$ cat src/rtl/dab_param_sequencer_pkg.sv
// DAB parameter sequencer shared types and limits.
// State codes, default legal ranges and ramp helpers.
package dab_param_sequencer_pkg;

  localparam int PHI_MAX_D = 255;
  localparam int FS_MIN_D  = 500;
  localparam int FS_MAX_D  = 250000;
  localparam int DT_MIN_D  = 1;
  localparam int PHI_LW    = 11;

  typedef logic signed [PHI_LW-1:0] wide_t;

  typedef enum logic [2:0] {
    IDLE      = 3'd0,
    SOFTSTART = 3'd1,
    RUN       = 3'd2,
    FAULT     = 3'd3
  } state_t;

  typedef struct packed {
    logic signed [8:0]  t1;
    logic signed [8:0]  t2;
    logic signed [8:0]  phi;
    logic signed [18:0] fs;
    logic [7:0]         dt;
  } shadow_t;

  function automatic wide_t sx(input logic signed [8:0] v);
    return {{2{v[8]}}, v};
  endfunction

  // next value moving q toward tgt by min(step,|diff|); step 0 jumps
  function automatic logic signed [8:0] ramp_next(
    input logic signed [8:0] q,
    input logic signed [8:0] tgt,
    input logic [7:0]        step
  );
    wide_t d;
    wide_t m;
    wide_t s;
    d = sx(tgt) - sx(q);
    m = d[PHI_LW-1] ? -d : d;
    s = {3'b000, step};
    if (step == 8'd0 || s >= m) return tgt;
    if (d[PHI_LW-1]) return q - $signed({1'b0, step});
    return q + $signed({1'b0, step});
  endfunction

endpackage

$ cat src/rtl/dab_param_sequencer_if.sv
// Host request / modulator output bundle of the sequencer.
// master = host side, slave = sequencer side.
interface dab_param_sequencer_if;

  logic               CE;
  logic               enable;
  logic               fault;
  logic               trigger;
  logic               load;
  logic signed [8:0]  t1_req;
  logic signed [8:0]  t2_req;
  logic signed [8:0]  phi_req;
  logic signed [18:0] fs_req;
  logic [7:0]         dt_req;
  logic [7:0]         step;
  logic signed [8:0]  t1_out;
  logic signed [8:0]  t2_out;
  logic signed [8:0]  phi_out;
  logic signed [18:0] fs_out;
  logic [7:0]         dt_out;
  logic               run;
  logic               busy;
  logic               upd_ack;
  logic [2:0]         state;

  modport master (
    output CE, enable, fault, trigger, load,
    output t1_req, t2_req, phi_req, fs_req, dt_req, step,
    input  t1_out, t2_out, phi_out, fs_out, dt_out,
    input  run, busy, upd_ack, state
  );

  modport slave (
    input  CE, enable, fault, trigger, load,
    input  t1_req, t2_req, phi_req, fs_req, dt_req, step,
    output t1_out, t2_out, phi_out, fs_out, dt_out,
    output run, busy, upd_ack, state
  );

endinterface

$ cat src/rtl/dab_step_ramp.sv
// Registered signed value stepping toward a target.
// Moves by min(step,|diff|) per advance strobe; clear wins.
module dab_step_ramp
  import dab_param_sequencer_pkg::*;
(
  input  logic              clk,
  input  logic              rst,
  input  logic              adv,
  input  logic              clr,
  input  logic signed [8:0] target,
  input  logic [7:0]        step,
  output logic signed [8:0] q
);

  // value register: clear to zero, else step on advance
  always_ff @(posedge clk or posedge rst) begin
    if (rst) begin
      q <= '0;
    end else if (clr) begin
      q <= '0;
    end else if (adv) begin
      q <= ramp_next(q, target, step);
    end
  end

endmodule

$ cat src/rtl/dab_param_sequencer.sv
// DAB operating-point sequencer: shadowed requests applied
// on period edges, soft-start, phi ramp and fault safe state.
module dab_param_sequencer
  import dab_param_sequencer_pkg::*;
#(
  parameter int PHI_MAX = PHI_MAX_D,
  parameter int FS_MIN  = FS_MIN_D,
  parameter int FS_MAX  = FS_MAX_D,
  parameter int DT_MIN  = DT_MIN_D
) (
  input logic                  clk,
  input logic                  rst,
  dab_param_sequencer_if.slave bus
);

  localparam logic signed [8:0]  PM9  = 9'(PHI_MAX);
  localparam wide_t              PM11 = wide_t'(PHI_MAX);
  localparam logic signed [18:0] FMIN = 19'(FS_MIN);
  localparam logic signed [18:0] FMAX = 19'(FS_MAX);
  localparam logic [7:0]         DMIN = 8'(DT_MIN);

  state_t             state_q;
  state_t             state_d;
  shadow_t            sh_q;
  shadow_t            cap;
  wide_t              lim;
  logic               pending_q;
  logic               trig_q;
  logic               upd_q;
  logic signed [18:0] fs_q;
  logic [7:0]         dt_q;
  logic               act;
  logic               clr;
  logic               adv_tt;
  logic               adv_phi;
  logic               apply;
  logic               ss_load;
  logic               done;
  logic [7:0]         tt_step;

  assign act = bus.CE & bus.trigger & ~trig_q;

  // saturate request inputs to the modulator's legal range
  always_comb begin
    cap = '0;
    cap.t1 = bus.t1_req;
    if (bus.t1_req[8]) cap.t1 = '0;
    else if (bus.t1_req > PM9) cap.t1 = PM9;
    cap.t2 = bus.t2_req;
    if (bus.t2_req[8]) cap.t2 = '0;
    else if (bus.t2_req > PM9) cap.t2 = PM9;
    lim = sx(cap.t2) - sx(cap.t1) + PM11;
    cap.phi = bus.phi_req;
    if (sx(bus.phi_req) > lim) cap.phi = lim[8:0];
    if (cap.phi < -PM9) cap.phi = -PM9;
    cap.fs = bus.fs_req;
    if (bus.fs_req < FMIN) cap.fs = FMIN;
    else if (bus.fs_req > FMAX) cap.fs = FMAX;
    cap.dt = (bus.dt_req < DMIN) ? DMIN : bus.dt_req;
  end

  // next state and ramp/apply strobes
  always_comb begin
    state_d = state_q;
    clr     = 1'b0;
    adv_tt  = 1'b0;
    adv_phi = 1'b0;
    apply   = 1'b0;
    ss_load = 1'b0;
    tt_step = (state_q == RUN) ? 8'd0 : bus.step;
    done    = (ramp_next(bus.t1_out, sh_q.t1, tt_step) == sh_q.t1)
           && (ramp_next(bus.t2_out, sh_q.t2, tt_step) == sh_q.t2);
    if (bus.fault) begin
      state_d = FAULT;
      clr     = 1'b1;
    end else begin
      unique case (state_q)
        IDLE: begin
          if (act && bus.enable) begin
            state_d = SOFTSTART;
            ss_load = 1'b1;
            clr     = 1'b1;
          end
        end
        SOFTSTART: begin
          if (act) begin
            if (!bus.enable) begin
              state_d = IDLE;
              clr     = 1'b1;
            end else begin
              adv_tt = 1'b1;
              if (done) state_d = RUN;
            end
          end
        end
        RUN: begin
          if (act) begin
            if (!bus.enable) begin
              state_d = IDLE;
              clr     = 1'b1;
            end else begin
              adv_phi = 1'b1;
              if (pending_q) begin
                adv_tt = 1'b1;
                apply  = 1'b1;
              end
            end
          end
        end
        FAULT: begin
          if (!bus.enable) state_d = IDLE;
        end
        default: state_d = IDLE;
      endcase
    end
  end

  // state, edge detect, pending flag and ack pulse
  always_ff @(posedge clk or posedge rst) begin
    if (rst) begin
      state_q   <= IDLE;
      trig_q    <= 1'b0;
      pending_q <= 1'b0;
      upd_q     <= 1'b0;
    end else begin
      state_q <= state_d;
      upd_q   <= apply;
      if (bus.CE) trig_q <= bus.trigger;
      if (bus.fault) pending_q <= 1'b0;
      else if (bus.load && bus.CE) pending_q <= 1'b1;
      else if (apply) pending_q <= 1'b0;
    end
  end

  // shadow capture; latest load wins
  always_ff @(posedge clk or posedge rst) begin
    if (rst) begin
      sh_q <= '0;
    end else if (bus.load && bus.CE) begin
      sh_q <= cap;
    end
  end

  // fs/dt take the shadow at start and on apply
  always_ff @(posedge clk or posedge rst) begin
    if (rst) begin
      fs_q <= FMIN;
      dt_q <= DMIN;
    end else if (ss_load || apply) begin
      fs_q <= sh_q.fs;
      dt_q <= sh_q.dt;
    end
  end

  dab_step_ramp u_t1 (
    .clk    (clk),
    .rst    (rst),
    .adv    (adv_tt),
    .clr    (clr),
    .target (sh_q.t1),
    .step   (tt_step),
    .q      (bus.t1_out)
  );

  dab_step_ramp u_t2 (
    .clk    (clk),
    .rst    (rst),
    .adv    (adv_tt),
    .clr    (clr),
    .target (sh_q.t2),
    .step   (tt_step),
    .q      (bus.t2_out)
  );

  dab_step_ramp u_phi (
    .clk    (clk),
    .rst    (rst),
    .adv    (adv_phi),
    .clr    (clr),
    .target (sh_q.phi),
    .step   (bus.step),
    .q      (bus.phi_out)
  );

  assign bus.fs_out  = fs_q;
  assign bus.dt_out  = dt_q;
  assign bus.state   = state_q;
  assign bus.run     = (state_q == SOFTSTART) || (state_q == RUN);
  assign bus.upd_ack = upd_q;
  assign bus.busy    = pending_q
                    || (bus.phi_out != sh_q.phi)
                    || (state_q == SOFTSTART);

endmodule

$ cat src/flat_wrapper.sv
// flat-port wrapper written by rule: the top's interface ports become plain ports
module dab_param_sequencer_flat import dab_param_sequencer_pkg::*;
#(
  parameter int PHI_MAX = PHI_MAX_D,
  parameter int FS_MIN  = FS_MIN_D,
  parameter int FS_MAX  = FS_MAX_D,
  parameter int DT_MIN  = DT_MIN_D
)
  (clk, rst, bus_CE, bus_enable, bus_fault, bus_trigger, bus_load, bus_t1_req, bus_t2_req, bus_phi_req, bus_fs_req, bus_dt_req, bus_step, bus_t1_out, bus_t2_out, bus_phi_out, bus_fs_out, bus_dt_out, bus_run, bus_busy, bus_upd_ack, bus_state);
  dab_param_sequencer_if bus_i ();
  input logic clk;
  input logic rst;
  input wire logic [$bits(bus_i.CE)-1:0] bus_CE;
  input wire logic [$bits(bus_i.enable)-1:0] bus_enable;
  input wire logic [$bits(bus_i.fault)-1:0] bus_fault;
  input wire logic [$bits(bus_i.trigger)-1:0] bus_trigger;
  input wire logic [$bits(bus_i.load)-1:0] bus_load;
  input wire logic [$bits(bus_i.t1_req)-1:0] bus_t1_req;
  input wire logic [$bits(bus_i.t2_req)-1:0] bus_t2_req;
  input wire logic [$bits(bus_i.phi_req)-1:0] bus_phi_req;
  input wire logic [$bits(bus_i.fs_req)-1:0] bus_fs_req;
  input wire logic [$bits(bus_i.dt_req)-1:0] bus_dt_req;
  input wire logic [$bits(bus_i.step)-1:0] bus_step;
  output wire logic [$bits(bus_i.t1_out)-1:0] bus_t1_out;
  output wire logic [$bits(bus_i.t2_out)-1:0] bus_t2_out;
  output wire logic [$bits(bus_i.phi_out)-1:0] bus_phi_out;
  output wire logic [$bits(bus_i.fs_out)-1:0] bus_fs_out;
  output wire logic [$bits(bus_i.dt_out)-1:0] bus_dt_out;
  output wire logic [$bits(bus_i.run)-1:0] bus_run;
  output wire logic [$bits(bus_i.busy)-1:0] bus_busy;
  output wire logic [$bits(bus_i.upd_ack)-1:0] bus_upd_ack;
  output wire logic [$bits(bus_i.state)-1:0] bus_state;
  assign bus_i.CE = bus_CE;
  assign bus_i.enable = bus_enable;
  assign bus_i.fault = bus_fault;
  assign bus_i.trigger = bus_trigger;
  assign bus_i.load = bus_load;
  assign bus_i.t1_req = bus_t1_req;
  assign bus_i.t2_req = bus_t2_req;
  assign bus_i.phi_req = bus_phi_req;
  assign bus_i.fs_req = bus_fs_req;
  assign bus_i.dt_req = bus_dt_req;
  assign bus_i.step = bus_step;
  assign bus_t1_out = bus_i.t1_out;
  assign bus_t2_out = bus_i.t2_out;
  assign bus_phi_out = bus_i.phi_out;
  assign bus_fs_out = bus_i.fs_out;
  assign bus_dt_out = bus_i.dt_out;
  assign bus_run = bus_i.run;
  assign bus_busy = bus_i.busy;
  assign bus_upd_ack = bus_i.upd_ack;
  assign bus_state = bus_i.state;
  dab_param_sequencer #(.PHI_MAX(PHI_MAX), .FS_MIN(FS_MIN), .FS_MAX(FS_MAX), .DT_MIN(DT_MIN)) u_core (.clk(clk), .rst(rst), .bus(bus_i));
endmodule
$ cat config.mk
export PLATFORM = sky130hd
export DESIGN_NAME = dab_param_sequencer_flat
export DESIGN_NICKNAME = d
export VERILOG_FILES = /design/src/rtl/dab_param_sequencer_pkg.sv /design/src/rtl/dab_param_sequencer_if.sv /design/src/rtl/dab_step_ramp.sv /design/src/rtl/dab_param_sequencer.sv /design/src/flat_wrapper.sv
export SDC_FILE = /design/constraint.sdc
export NUM_CORES = 1
export LEC_CHECK = 0
export ABC_AREA = 1
export CAP_MARGIN = 20
export CORE_MARGIN = 2
export CORE_UTILIZATION = 55
export CTS_CLUSTER_SIZE = 10
export DETAILED_ROUTE_END_ITERATION = 6
export DONT_BUFFER_PORTS = 1
export PLACE_DENSITY = 0.77
export SYNTH_ARGS = -nofsm -noshare
export SYNTH_HDL_FRONTEND = slang
export SYNTH_HIERARCHICAL = 1
export SYNTH_SLANG_ARGS = --single-unit
$ cat constraint.sdc
create_clock -name clk -period 10.5 [get_ports clk]
set_input_delay 1.575 -clock clk [delete_from_list [all_inputs] [get_ports clk]]
set_output_delay 1.575 -clock clk [all_outputs]
set_load 0.02 [all_outputs]
==> flow_metrics.tcl <==
set metrics [dict create \
    status "finished clean" \
    leakage_nw 7.36 \
    core_area_um2 23400 \
    antenna_found_initial 0 \
    setup_tns_ps 0 \
    drv_cap 0 \
    totalPowerFinal_mw 5.07 \
    io_buffer_count 0 \
    hpwl_um 27400 \
    hold_violations 0 \
    post_cts_resized 0 \
    die_w_um 158 \
    tightestPinTransition_ps 766 \
    setup_viol 0 \
    cts_tree "done" \
    ys_warn_count 6 \
    synth_area_leaders "dfrtp_1, ha_1, nand2_1, inv_1, nand3_1" \
    area.growth.synth_to_final_pct 5.21 \
    ir_drop_mv 0.188 \
    diodes 0 \
    clock_path_buffers 2 \
    ioPinCount 129 \
    h-tree-depth 3 \
    cts_hold_buffers 0 \
    report.final.slew_viol_count 0 \
    max_freq_mhz 199 \
    cpPeakStageDelay_ps 340 \
    clockRootBuffer "clkbuf_16" \
    dr.pass1.iters 5 \
    synth_most_common_cell "nand2_1" \
    synthCells 1939 \
    async_flop_share_pct 100 \
    remaining_drc_errors 0 \
    grt.overflow.total 0 \
    grt_max_degree 60 \
    num_vias 12218 \
    cp.arrival_ps 5300 \
    place_congestion 0.934 \
    power_density_nw_per_um2 369 \
    synth_area_leader_cell "dfrtp_1" \
    synth_area_um2 13000 \
    grt_pass1_wl_um 55600 \
    die_h_um 158 \
    num_rows 56 \
    grt_pass1_vias 11262 \
    cpMaxStageDelayCell "ha_1" \
    start_util_pct 55.7 \
    grt.total_usage_pct 27.9 \
    required_ps 10780 \
    drtIter0Drc 860 \
    synth-edff-count 0 \
    viasPerCell 5.40 \
    cp-end-kind "flip-flop" \
    synth.avg_cell_area_um2 6.73 \
    min_period_ps 5030 \
    period_share_pct 47.9 \
    yosysSeqAreaShare_pct 21.4 \
    synth-seq-cells 111 \
    crit_type "in -> reg" \
    path_max_fanout 9 \
    synthDistinctLibCells 54 \
    wl_per_cell_um 15.3 \
    relSlewSlack_pct 48.9 \
    cts.sinks 111 \
    worstSkewPairLatency_ps 360 \
    rsz0062_at_grt "false" \
    ant_nets 0 \
    cts.reportedPaths.clkPinSlew_ps 70 \
    die_area_um2 25000 \
    synth_top_area_share_pct 20.0 \
    wirelength_um 34700 \
    crit_top_cell "nand2_1" \
    min_path_type "reg -> reg" \
    ys.flop_type "dfrtp_1" \
    layout.nets 2174 \
    cts_buffers 9 \
    cp-start-kind "primary input" \
    cts_setup_buffers 0 \
    drive_gt1_share_pct 7.30 \
    fin_worst_skew_ps 16.1 \
    synthTopCellsByCount "nand2_1, inv_1, ha_1" \
]
[worst paths after layout]
check / from / end / slack (ps) / depth (start not counted)
max in group asynchronous: rst / u_core/bus.fs_out[18] / 8340 / 2
min: u_core/sh_q[7] / u_core/bus.dt_out[7] / 490 / 2
max reg2reg: u_core/u_t2/q[3] / u_core/bus.state[1] / 5660 / 27
min reg2reg: u_core/sh_q[7] / u_core/bus.dt_out[7] / 490 / 2
min in group asynchronous: rst / u_core/u_phi/q[1] / 1060 / 1
max: bus_t1_req[8] / u_core/sh_q[34] / 5470 / 27
[registers in the layout, indices dropped and copies added (netlist names)]
signal	cells
u_core/sh_q	52
u_core/bus.dt_out	8
u_core/u_t1/q	9
u_core/u_t2/q	9
u_core/bus.fs_out	19
u_core/trig_q	1
u_core/bus.upd_ack	1
u_core/pending_q	1
u_core/bus.state	2
u_core/u_phi/q	9
[placed cells by master, fill, tap and decap left out, types with 9 or more instances in the layout]
cell,synthesis,routed
a21oi_1,93,93
clkbuf_16,0,9
dfrtp_1,104,104
fa_1,11,11
ha_1,154,154
inv_1,332,331
inv_2,10,10
nand2_1,500,500
nand2_2,39,39
nand2_4,9,9
nand3_1,152,152
nand3_2,10,10
nand4_1,25,25
nor2_1,122,122
nor2_2,19,19
nor3_1,31,31
o21ai_0,107,107
xnor2_1,38,38
xor2_1,78,78
[cell families after synthesis]
| logic type | share of synthesized area (%) |
|---|---|
| AO/OA/AOI/OAI | 10.6 |
| flip-flops | 21.4 |
| other | 0.0287 |
| XOR/XNOR | 8.09 |
| adder cells (fa/ha/maj) | 16.5 |
| AND/OR/NAND/NOR | 32.6 |
| buffers and inverters | 10.9 |
[where the power goes]
part	switching, mW	internal [mW]	leakage, nW
sequential	0.287	0.547	1.41
combinational	2.41	1.48	5.80
clock	0.174	0.171	0.146
[critical path, delay by kind of cell]
family / cells / cell delay (ps)
adder cells (fa/ha/maj): 3 / 860
XOR/XNOR: 1 / 170
AO/OA/AOI/OAI: 5 / 920
AND/OR/NAND/NOR: 16 / 1560
buffers and inverters: 2 / 230
[layout make-up]
| cell class | instances | area [µm²] |
|---|---|---|
| flip-flops and latches | 111 | 2790 |
| inverters | 344 | 1290 |
| clock inverters | 7 | 85.1 |
| fillers | 2234 | 9680 |
| repair buffers | 8 | 80.1 |
| clock buffers | 9 | 225 |
| multi-input cells | 1466 | 8850 |
| well taps | 319 | 399 |
[per-stage QoR]
stage | util [%] | cells | hold slack (ps) | setup WS [ps] | cell area [µm²]
after floorplan | - | 1943 | 449 | 5530 | 13100
after global placement | 57.2 | 2247 | 459 | 5240 | 13400
after detailed placement | 57.2 | 2247 | 459 | 5170 | 13400
after CTS | 58.5 | 2263 | 486 | 5500 | 13700
after global routing | 58.6 | 2264 | 511 | 5110 | 13700
final | 58.6 | 2264 | 486 | 5470 | 13700
[layer usage]
metal	up-vias	wire length, µm	global-route usage (%)
met4	0	796	8.32
met2	341	15800	45.5
met3	41	2190	4.95
li1	6218	-	-
met1	5618	15900	37.8
met5	-	0	0
(Power assumes the default switching activity.)
